**config.mk**
```make
export PLATFORM = sky130hd
export DESIGN_NAME = alu_arbiter
export DESIGN_NICKNAME = d
export VERILOG_FILES = /design/src/rtl/alu_arbiter.sv
export SDC_FILE = /design/constraint.sdc
export NUM_CORES = 1
export LEC_CHECK = 0
export CORE_ASPECT_RATIO = 0.7
export CORE_MARGIN = 2
export CORE_UTILIZATION = 40
export CTS_BUF_LIST = sky130_fd_sc_hd__clkbuf_8
export DETAILED_ROUTE_END_ITERATION = 7
export PLACE_DENSITY = 0.82
export SLEW_MARGIN = 20
export SYNTH_ARGS = -nofsm -noshare
export SYNTH_HDL_FRONTEND = slang
export SYNTH_SLANG_ARGS = --single-unit
```
**constraint.sdc**
```tcl
create_clock -name clk -period 1.5 [get_ports clk]
set_input_delay 0.3 -clock clk [delete_from_list [all_inputs] [get_ports clk]]
set_output_delay 0.3 -clock clk [all_outputs]
set_load 0.1 [all_outputs]
```
**src/rtl/alu_arbiter.sv**
```systemverilog
// Two-requester arbiter in front of a shared combinational 8-bit ALU.
// Round-robin between requesters; one command in flight: IDLE -> ISSUE -> RESP.
module alu_arbiter (
  input  logic        clk,
  input  logic        reset_n,
  input  logic [1:0]  req_valid_i,
  input  logic [15:0] req_a_i,
  input  logic [15:0] req_b_i,
  input  logic [5:0]  req_op_i,
  output logic [1:0]  req_ready_o,
  output logic [1:0]  rsp_valid_o,
  output logic [7:0]  rsp_data_o,
  input  logic [1:0]  rsp_ready_i,
  output logic [7:0]  alu_a_o,
  output logic [7:0]  alu_b_o,
  output logic [2:0]  alu_op_o,
  input  logic [7:0]  alu_res_i,
  output logic        busy_o,
  output logic [1:0]  dbg_state_o,
  output logic        dbg_prio_o
);

  // Handshake: a command transfers on a cycle where req_valid_i[n] and
  // req_ready_o[n] are both high; a result transfers where rsp_valid_o[owner]
  // and rsp_ready_i[owner] are both high. Valid/data hold until that transfer.

  typedef enum logic [1:0] {
    IDLE  = 2'd0,
    ISSUE = 2'd1,
    RESP  = 2'd2
  } state_t;

  state_t     state_q, state_d;
  logic       prio_q;
  logic       owner_q;
  logic [7:0] a_q, b_q, res_q;
  logic [2:0] op_q;

  logic       winner;
  logic       accept;
  logic       rsp_done;

  // Priority only matters under contention; a lone requester always wins.
  assign winner   = (req_valid_i == 2'b11) ? prio_q : req_valid_i[1];
  assign accept   = (state_q == IDLE) && (|req_valid_i) && reset_n;
  assign rsp_done = (state_q == RESP) && rsp_ready_i[owner_q];

  always_ff @(posedge clk or negedge reset_n) begin
    if (!reset_n) begin
      state_q <= IDLE;
    end else begin
      state_q <= state_d;
    end
  end

  always_comb begin
    state_d     = state_q;
    req_ready_o = 2'b00;
    rsp_valid_o = 2'b00;
    rsp_data_o  = 8'h00;
    alu_a_o     = 8'h00;
    alu_b_o     = 8'h00;
    alu_op_o    = 3'b000;
    case (state_q)
      IDLE: begin
        if (accept) begin
          req_ready_o[winner] = 1'b1;
          state_d             = ISSUE;
        end
      end
      ISSUE: begin
        alu_a_o  = a_q;
        alu_b_o  = b_q;
        alu_op_o = op_q;
        state_d  = RESP;
      end
      RESP: begin
        rsp_valid_o[owner_q] = 1'b1;
        rsp_data_o           = res_q;
        if (rsp_done) begin
          state_d = IDLE;
        end
      end
      default: state_d = IDLE;
    endcase
  end

  always_ff @(posedge clk or negedge reset_n) begin
    if (!reset_n) begin
      prio_q  <= 1'b0;
      owner_q <= 1'b0;
      a_q     <= 8'h00;
      b_q     <= 8'h00;
      op_q    <= 3'b000;
      res_q   <= 8'h00;
    end else begin
      if (accept) begin
        owner_q <= winner;
        a_q     <= winner ? req_a_i[15:8] : req_a_i[7:0];
        b_q     <= winner ? req_b_i[15:8] : req_b_i[7:0];
        op_q    <= winner ? req_op_i[5:3] : req_op_i[2:0];
      end
      if (state_q == ISSUE) begin
        res_q <= alu_res_i;
      end
      // Last-served requester drops to lowest priority.
      if (rsp_done) begin
        prio_q <= ~owner_q;
      end
    end
  end

  assign busy_o      = (state_q != IDLE);
  assign dbg_state_o = state_q;
  assign dbg_prio_o  = prio_q;

endmodule

```
Word level (Yosys, flattened, before mapping)
Cells that the tools add are included.
{"block": "totals", "regBits": 31, "in_bits": 52, "wordCells": 46}
{"block": "op_classes", "order_cmp": 4, "n_eq_ne": 5, "mux": 20, "n_bitwise": 1, "n_reduce_logical": 9}
{"operator": "two-way mux 8 bit", "count": 5}
{"operator": "two-way mux 2 bit", "count": 5}
{"operator": "two-way mux 3 bit", "count": 2}
{"operator": "one-hot mux 2 bit (3 select lines)", "count": 1}
{"operator": "logical AND 1 bit", "count": 5}
{"operator": "two-way mux 1 bit", "count": 5}
{"operator": "equality test 2 bit, second input constant", "count": 2}
{"operator": "less-than comparator 1 x 2 -> 1 bit, second input constant", "count": 2}
{"operator": "!= test 2 bit, second input constant", "count": 2}
{"operator": "demux 1 bit (select 1 bit)", "count": 2}
{"operator": "equality test 2 x 1 -> 1 bit, second input constant", "count": 1}
{"operator": ">= comparator 1 bit, second input constant", "count": 2}
{"operator": "zero test 2 bit", "count": 1}
{"operator": "AND reduction 2 bit", "count": 1}
{"operator": "nonzero test 2 bit", "count": 1}
{"operator": "OR reduction 2 bit", "count": 1}
{"operator": "inverter 1 bit", "count": 1}

Depth between registers and ports, before layout
Gate-level depths: netlist of the first run.
{"block": "logic_depth", "depth_word": 8, "ltp_mapped": 4, "depth_no_buf": 3}

Least setup slack after synthesis of the first run
No wires, ideal clock.
{"block": "synth_path", "path_kind": "register to output", "start": "register state_q[1], in the netlist dbg_state_o[1]", "end": "output port rsp_valid_o[0]", "arrival_time_ns": 2.637, "required_time_ns": 1.200, "slack_ns": -1.437, "stages_incl_launch_ff": 3, "path_buffers": 0, "path_cell_list": "dfrtp_1 nor2b_1 nor2b_1"}
{"block": "synth_between", "elab_chain_len": 2}
{"item": "start: declaration", "line_no": "33", "source": "state_t state_q, state_d;"}
{"item": "start signal: assignment", "line_no": "52", "source": "state_q <= state_d;"}
{"item": "equality test 2 bit", "line_no": "64", "source": "case (state_q)"}
{"item": "two-way mux 2 bit", "line_no": "64"}
{"item": "end: declaration", "line_no": "11", "source": "output logic [1:0] rsp_valid_o,"}
No other way between the ends.

Worst setup path in the final report of the first run
{"block": "layout_path", "start": "register state_q[1], in the netlist dbg_state_o[1]", "end": "output port alu_b_o[2]"}
{"block": "layout_between", "elab_chain_len": 2}
{"item": "equality test 2 x 1 -> 1 bit", "line_no": "64"}
{"item": "two-way mux 8 bit", "line_no": "64"}
{"item": "end: declaration", "line_no": "15", "source": "output logic [7:0] alu_b_o,"}
No other way between the ends.

==> results of run 1 <==
[worst paths after layout]
path,endpoint,slack [ns],depth (start not counted),start
setup / recovery,alu_b_o[2],-0.36,4,dbg_state_o[1]$_DFFE_PN0P_
hold / removal,dbg_prio_o$_DFFE_PN0P_,0.02,2,reset_n
setup reg to reg,op_q[2]$_DFFE_PN0P_,-0.06,3,dbg_state_o[0]$_DFFE_PN0P_
hold reg to reg,res_q[0]$_DFFE_PN0N_,0.51,1,res_q[0]$_DFFE_PN0N_
max in group asynchronous,b_q[5]$_DFFE_PN0P_,1.23,2,reset_n
min in group clk,res_q[0]$_DFFE_PN0N_,0.51,1,res_q[0]$_DFFE_PN0N_
[flip-flops by register name (all words and copies together) (netlist names)]
register     count
a_q              8
b_q              8
res_q            8
op_q             3
dbg_state_o      2
dbg_prio_o       1
owner_q          1
[cells by family (layout without fill, tap and decap cells)]
group,Yosys count,count (layout),synth area share [%]
mux,9,9,6.30
buf+inv,14,109,4.72
flops,31,31,48.8
compound gates,42,42,24.1
simple gates,42,42,16.1
[routing by layer]
metal,track usage (%),vias up,wire [um]
met4,8.37,0,136
li1,-,685,-
met1,29.4,766,2040
met3,7.88,14,378
met2,41.0,66,2800
met5,0,-,0
[where the power goes]
| group | internal [uW] | total, uW | switching, uW |
|---|---|---|---|
| clock network | 417 | 731 | 315 |
| logic | 2090 | 4850 | 2760 |
| registers | 1250 | 1540 | 291 |
| total | 3760 | 7120 | 3370 |
[area by class of cell]
class / instances / area (um2) / area share (%)
multi-input combinational: 93 / 852 / 26.7
sequential: 31 / 787 / 24.7
tap: 52 / 65.1 / 2.04
clock buffer: 7 / 96.3 / 3.02
clock inverter: 1 / 7.51 / 0.235
timing repair buffer: 99 / 1370 / 42.9
inverter: 2 / 15.0 / 0.471
[what timing repair did]
item / in CTS / in global routing
resized for setup: 7 / 6
setup buffers: 2 / 0
pin swaps: 1 / 2
endpoints found under the setup margin: 51 / 52
[worst reg2reg max path, delay by kind of cell (launching register included)]
kind | cells | cell delay, ns
flops | 1 | 0.53
simple gates | 1 | 0.55
compound gates | 2 | 0.42
[synthesized netlist by cell type (all sizes together)]
| master | n | area (um2) |
|---|---|---|
| nor2 | 2 | 7.51 |
| and2b | 1 | 7.51 |
| o221a | 19 | 214 |
| or3b | 1 | 11.3 |
| o21ai | 1 | 5.00 |
| nand2 | 3 | 11.3 |
| mux2i | 1 | 10.0 |
| inv | 2 | 7.51 |
| or2 | 1 | 6.26 |
| nor2b | 2 | 12.5 |
| clkbuf | 4 | 15.0 |
| nand2b | 1 | 6.26 |
| a21o | 1 | 7.51 |
| o21bai | 19 | 143 |
| dfrtp | 31 | 776 |
| buf | 8 | 52.6 |
| and2 | 28 | 175 |
| nand3 | 2 | 10.0 |
| mux2 | 8 | 90.1 |
| a21oi | 1 | 5.00 |
| o2bb2ai | 1 | 8.76 |
| nor3b | 1 | 7.51 |
[per-stage QoR]
step	utilization [%]	setup TNS [ns]	area, um2	setup slack (ns)
2_1_floorplan	-	-8.83	1740	-0.271
5_1_grt	82.3	-12.90	3190	-0.405
3_3_place_gp	77.7	-8.00	3010	-0.303
4_1_cts	81.7	-10.37	3170	-0.351
3_5_place_dp	77.7	-9.65	3010	-0.335
6_report	82.3	-10.46	3190	-0.364
==> summary.md, run 1 <==
| Metric | Value |
|---|---|
| Final cell count without fillers | 285 |
| Via count | 1531 |
| Netlist cell types | 24 |
| Slew headroom | 81.0% |
| RSZ-0062 raised after global routing | true |
| Clock skew | 0.00776 ns |
| GRT overflow | 0 |
| Final #Nets | between 200 and 300 |
| Min Tclk post-route | 1.86 ns |
| Power per cell area | roughly 2200 mW/mm2 |
| Total CTS buffers | 5 |
| Count of clock tree sinks | 31 |
| Commonest non-fill, non-tap cell in the layout | clkdlybuf4s50_1 |
| Antenna viol nets, final | 0 |
| Max-Cap Viols | 0 |
| Power Total | around 7100 uW |
| Filler Cells Inserted | 196 |
| Port bufs | 86 |
| DIE WIDTH | 79.3 um |
| CTS Hold Buffers Added | 0 |
| Io pins | 87 |
| Synthesized cell area | 0.00159 mm2 |
| Worst path slowest cell | dfrtp_4 |
| Wirelength per Cell | 18.8 um |
| Worst-Margin Slew | between 0.2 and 0.3 ns |
| CTS HTree Levels | 2 |
| Max Clock Freq | between 500 and 600 MHz |
| CTS max path bufs | 2 |
| Vias in the first global route | 1694 |
| Die area | between 0.004 and 0.005 mm2 |
| DRC errors left | 0 |
| Outcome | finished, violations left |
| Row cnt | 19 |
| Crit path max-delay family | flip-flops |
| Mean Syn Cell Area | 11.5 um2 |
| Worst path cell trace | and2b_2 -> buf_12 -> and2_4 -> buf_12 |
| Placed Instances | about 280 |
| Hold WS | 0.0244 ns |
| CP Capture Type | output pin |
| Clock Latency Late Sink | 0.29 ns |
| Slew Limit Fails | 0 |
| Share of layout cells above drive strength 1 | between 50 and 60% |
| Tot GR Track Use | 24.4% |
| Peak supply drop | 1500 uV |
| Setup slack after layout | -0.364 ns |
| Vias per cell | approximately 5.4 |
| GPL Wtd Cong | 0.803 |
| Final Hold Viols | 0 |
| ANT cells | 0 |
| CORE AREA | between 0.003 and 0.004 mm2 |
| Initial antenna violation count | 0 |
| Max stage delay on crit path | roughly 0.52 ns |
| Worst Path Buf+Inv | 2 |
| First-pass GRT wire length | 8170 um |
| Final setup vio count | 50 |
| Syn_nets | 190 |
| Hpwl dp | 3820 um |
| Hold Path Class | in2async |
| Die H | 56.7 um |
| WS Path Type | reg2out |
| Pre-antenna DRT Iters | 4 |
| Synthesis-to-layout area growth | 101% |
| Worst EP required | 1.20 ns |
| Seq cells post-synth | 31 |
| 1st-iter DRT viols | 97 |
| Worst-path clk slew | roughly 0.070 ns |
| CTS tree | done |
| Sequential area share after synthesis | about half |
| Failing checks | negative setup slack |
| Commonest cells after routing, fill and taps aside | clkdlybuf4s50_1, buf_12, and2_4, dfrtp_1, o21bai_1 |
| Crit Path Max Fanout | 19 |
| Clock root buffer | clkbuf_8 |
| Cells after Synth | approximately 140 |
| Period utilization | 124% |
| Largest net degree at the start of global routing | 22 |
| Initial Utilization | about two fifths |
| Final wirelength | 5350 um |
| Leakage | around 0.0013 uW |
| Crit path DAT | 1.56 ns |
| Startpoint Class | flip-flop |
| Yosys warnings | 0 |
| Most Frequent Cell on Critical Path | buf_12 |
No activity file was read; power rests on OpenSTA's default activity.
==> inputs of run 2 (changes only) <==
--- a/config.mk
+++ b/config.mk
@@ -10,6 +10,7 @@
 export CORE_UTILIZATION = 40
 export CTS_BUF_LIST = sky130_fd_sc_hd__clkbuf_8
 export DETAILED_ROUTE_END_ITERATION = 7
+export GPL_ROUTABILITY_DRIVEN = 0
 export PLACE_DENSITY = 0.82
 export SLEW_MARGIN = 20
 export SYNTH_ARGS = -nofsm -noshare
==> results of run 2 <==
The final DEF is identical to that of run 1; final timing and power are the same.
==> variant: new RTL, config.mk and constraints of run 2 <==
Make the reset (`reset_n`) synchronous in 2 clocked blocks.
--- a/src/rtl/alu_arbiter.sv
+++ b/src/rtl/alu_arbiter.sv
@@ -47,3 +47,3 @@
 
-  always_ff @(posedge clk or negedge reset_n) begin
+  always_ff @(posedge clk) begin
     if (!reset_n) begin
@@ -87,3 +87,3 @@
 
-  always_ff @(posedge clk or negedge reset_n) begin
+  always_ff @(posedge clk) begin
     if (!reset_n) begin
Behaviour: differs if reset_n is asserted again (counterexample within 4 cycles, from zero or initial values and one cycle with reset_n low); with reset_n held inactive, the same outputs for 10 cycles.
==> variant against run 2 <==
  * The flow still finishes with violations (setup timing)
  * Maximum frequency is 3.2% higher
  * Wire length up 31%
  * Worst setup slack better by 0.057 ns
  * Design area increased by 13%
  * Register-to-register slack got worse by 0.12 ns
  * Area after synthesis grew 11%
  * Via count up 35%
  * First-iteration DRC count grew 38%
  * Sequential cell count unchanged
Power is not compared: it rests on default switching activity, and its combinational part moved more than twofold at a synthesized area within 25%.
==> variant: results (changes against run 2) <==
CTS
  – Clk root buf: clkbuf_8
  – Clk buf depth: 2 (unchanged)
  – Post-CTS sizing: 14 (+7)
  – Setup Buffers After CTS: 8 (+6)
  – Max H-tree Level: 2 (unchanged)

Global routing
  – GRT Overall Usage: 25.11% (+0.76 points)
  – First-pass GRT wire length: 9639 um (+18%)
  – Largest net degree at the start of global routing: 23 (+4.5%)
  – Initial antenna violation count: 0 (unchanged)
  – Number of global-route vias before repair: 1,907 (+13%)

Synthesis
  – Most common cell in the netlist: dfxtp_1
  – Post-synthesis cell type count: 32 (+33%)
  – Async S/R FF share, synth: 0% (-100 points)
  – Post-synthesis mux area share: 0.5662% (-5.7 points)
  – Commonest cells in the netlist: dfxtp_1, a21boi_0, and2_1
  – Synth top area cells: dfxtp_1, a21boi_0, o221a_1, a311o_1, and2_1
  – Syn_nets: 237 (+25%)
  – Post-synthesis compound-gate area fraction: 36.80% (+13 points)
  – Sequential share of the synthesized area: 35.10% (-14 points)
  – Synth top area share: 35.10% (-14 points)

Setup path
  – Critical path peak fanout: 5 (-14)
  – Reg-to-reg startpoint: dbg_state_o[1]$_SDFFE_PN0P_
  – CP max stage cell: dfxtp_4
  – Worst path arrival time: 1.51 ns (-0.05 ns)
  – CP peak stage delay: 0.36 ns (-0.16 ns)
  – Worst setup path start: dbg_state_o[0]$_SDFFE_PN0P_

Placement
  – Detail Placement HPWL: 4080 um (+6.9%)
  – Setup Slack @ Placement: -0.5547 ns (-0.2199 ns)
  – Post-DP Area: 0.003279 sq mm (+9.0%)
  – Port bufs: 86 (unchanged)

Route
  – WL final: 7013 um (+31%)
  – Initial DRC Count: 134 (+38%)
  – Vias: 2,061 (+35%)

STA
  – Final worst slack: -0.3065 ns (+0.05712 ns)
  – Final setup viols: 51 (+2.0%)
  – Setup TNS: -11.09 ns (-0.6297 ns)
  – Rel. slew slack: 76.19% (-4.8 points)
  – Clock skew after layout: 0.007395 ns (-0.0003616 ns)

Status
  – Run status: complete, but fails checks
  – Failing checks: setup timing

Final layout
  – Fillers: 209 (+6.6%)
  – Layout Utilization: 84.01% (+1.7 points)
  – Post-layout nets: 356 (+25%)
  – Layout cell share with drive strength beyond 1: 44.26% (-8.1 points)

Worst hold path
  – HP Class: reg -> reg
variant: changes by cell type in the layout (fill, tap and decap cells not counted), moves of 13 or more:
cell and change:
dfxtp_1 +28, a21boi_0 +28, o221a_1 +15, o21bai_1 -18
nand2_1 +13, o221a_2 -15, a311o_1 +18, dfrtp_1 -28
buf_4 +27
variant: per-stage QoR:
stage | power [uW] | std cells
after floorplan | 1640 | 185
after global placement | 2082 | 334
after detailed placement | 2106 | 334
after CTS | 2986 | 351
after global routing | 3181 | 360
final | 3077 | 360
variant: per-layer routing:
layer | GRT usage (%) | up-vias | wire length, um
li1 | - | 935 | -
met1 | 30.65 | 989 | 2863
met2 | 42.74 | 116 | 3430
met3 | 6.964 | 21 | 542
met4 | 10.60 | 0 | 177
met5 | 0 | - | 0
variant: cell type report:
| cell class | instances | share of cell area [%] |
|---|---|---|
| clock buffer | 5 | 1.903 |
| timing repair buffer | 134 | 46.54 |
| clock inverter | 3 | 1.073 |
| multi-input combinational | 130 | 30.80 |
| tap | 55 | 1.903 |
| inverter | 2 | 0.3114 |
| sequential | 31 | 17.47 |
variant: critical path, delay by kind of cell, from the launching register on:
kind / cells / cell delay [ns]
DFF: 1 / 0.36
and+or+nand+nor: 2 / 0.41
buffers and inverters: 3 / 0.44
variant: kinds of logic (layout without fill, tap and decap cells):
family / after synthesis / count (layout)
compound gates: 72 / 72
buf+inv: 24 / 144
flops: 31 / 31
mux: 1 / 1
simple gates: 57 / 57
variant: worst paths after layout:
| path | cells past startpoint | slack, ns | endpoint |
|---|---|---|---|
| max | 5 | -0.31 | alu_b_o[4] |
| min | 2 | 0.47 | res_q[7]$_SDFFE_PN0N_ |
| max reg2reg | 5 | -0.18 | a_q[1]$_SDFFE_PN0P_ |
| min reg2reg | 2 | 0.47 | res_q[7]$_SDFFE_PN0N_ |
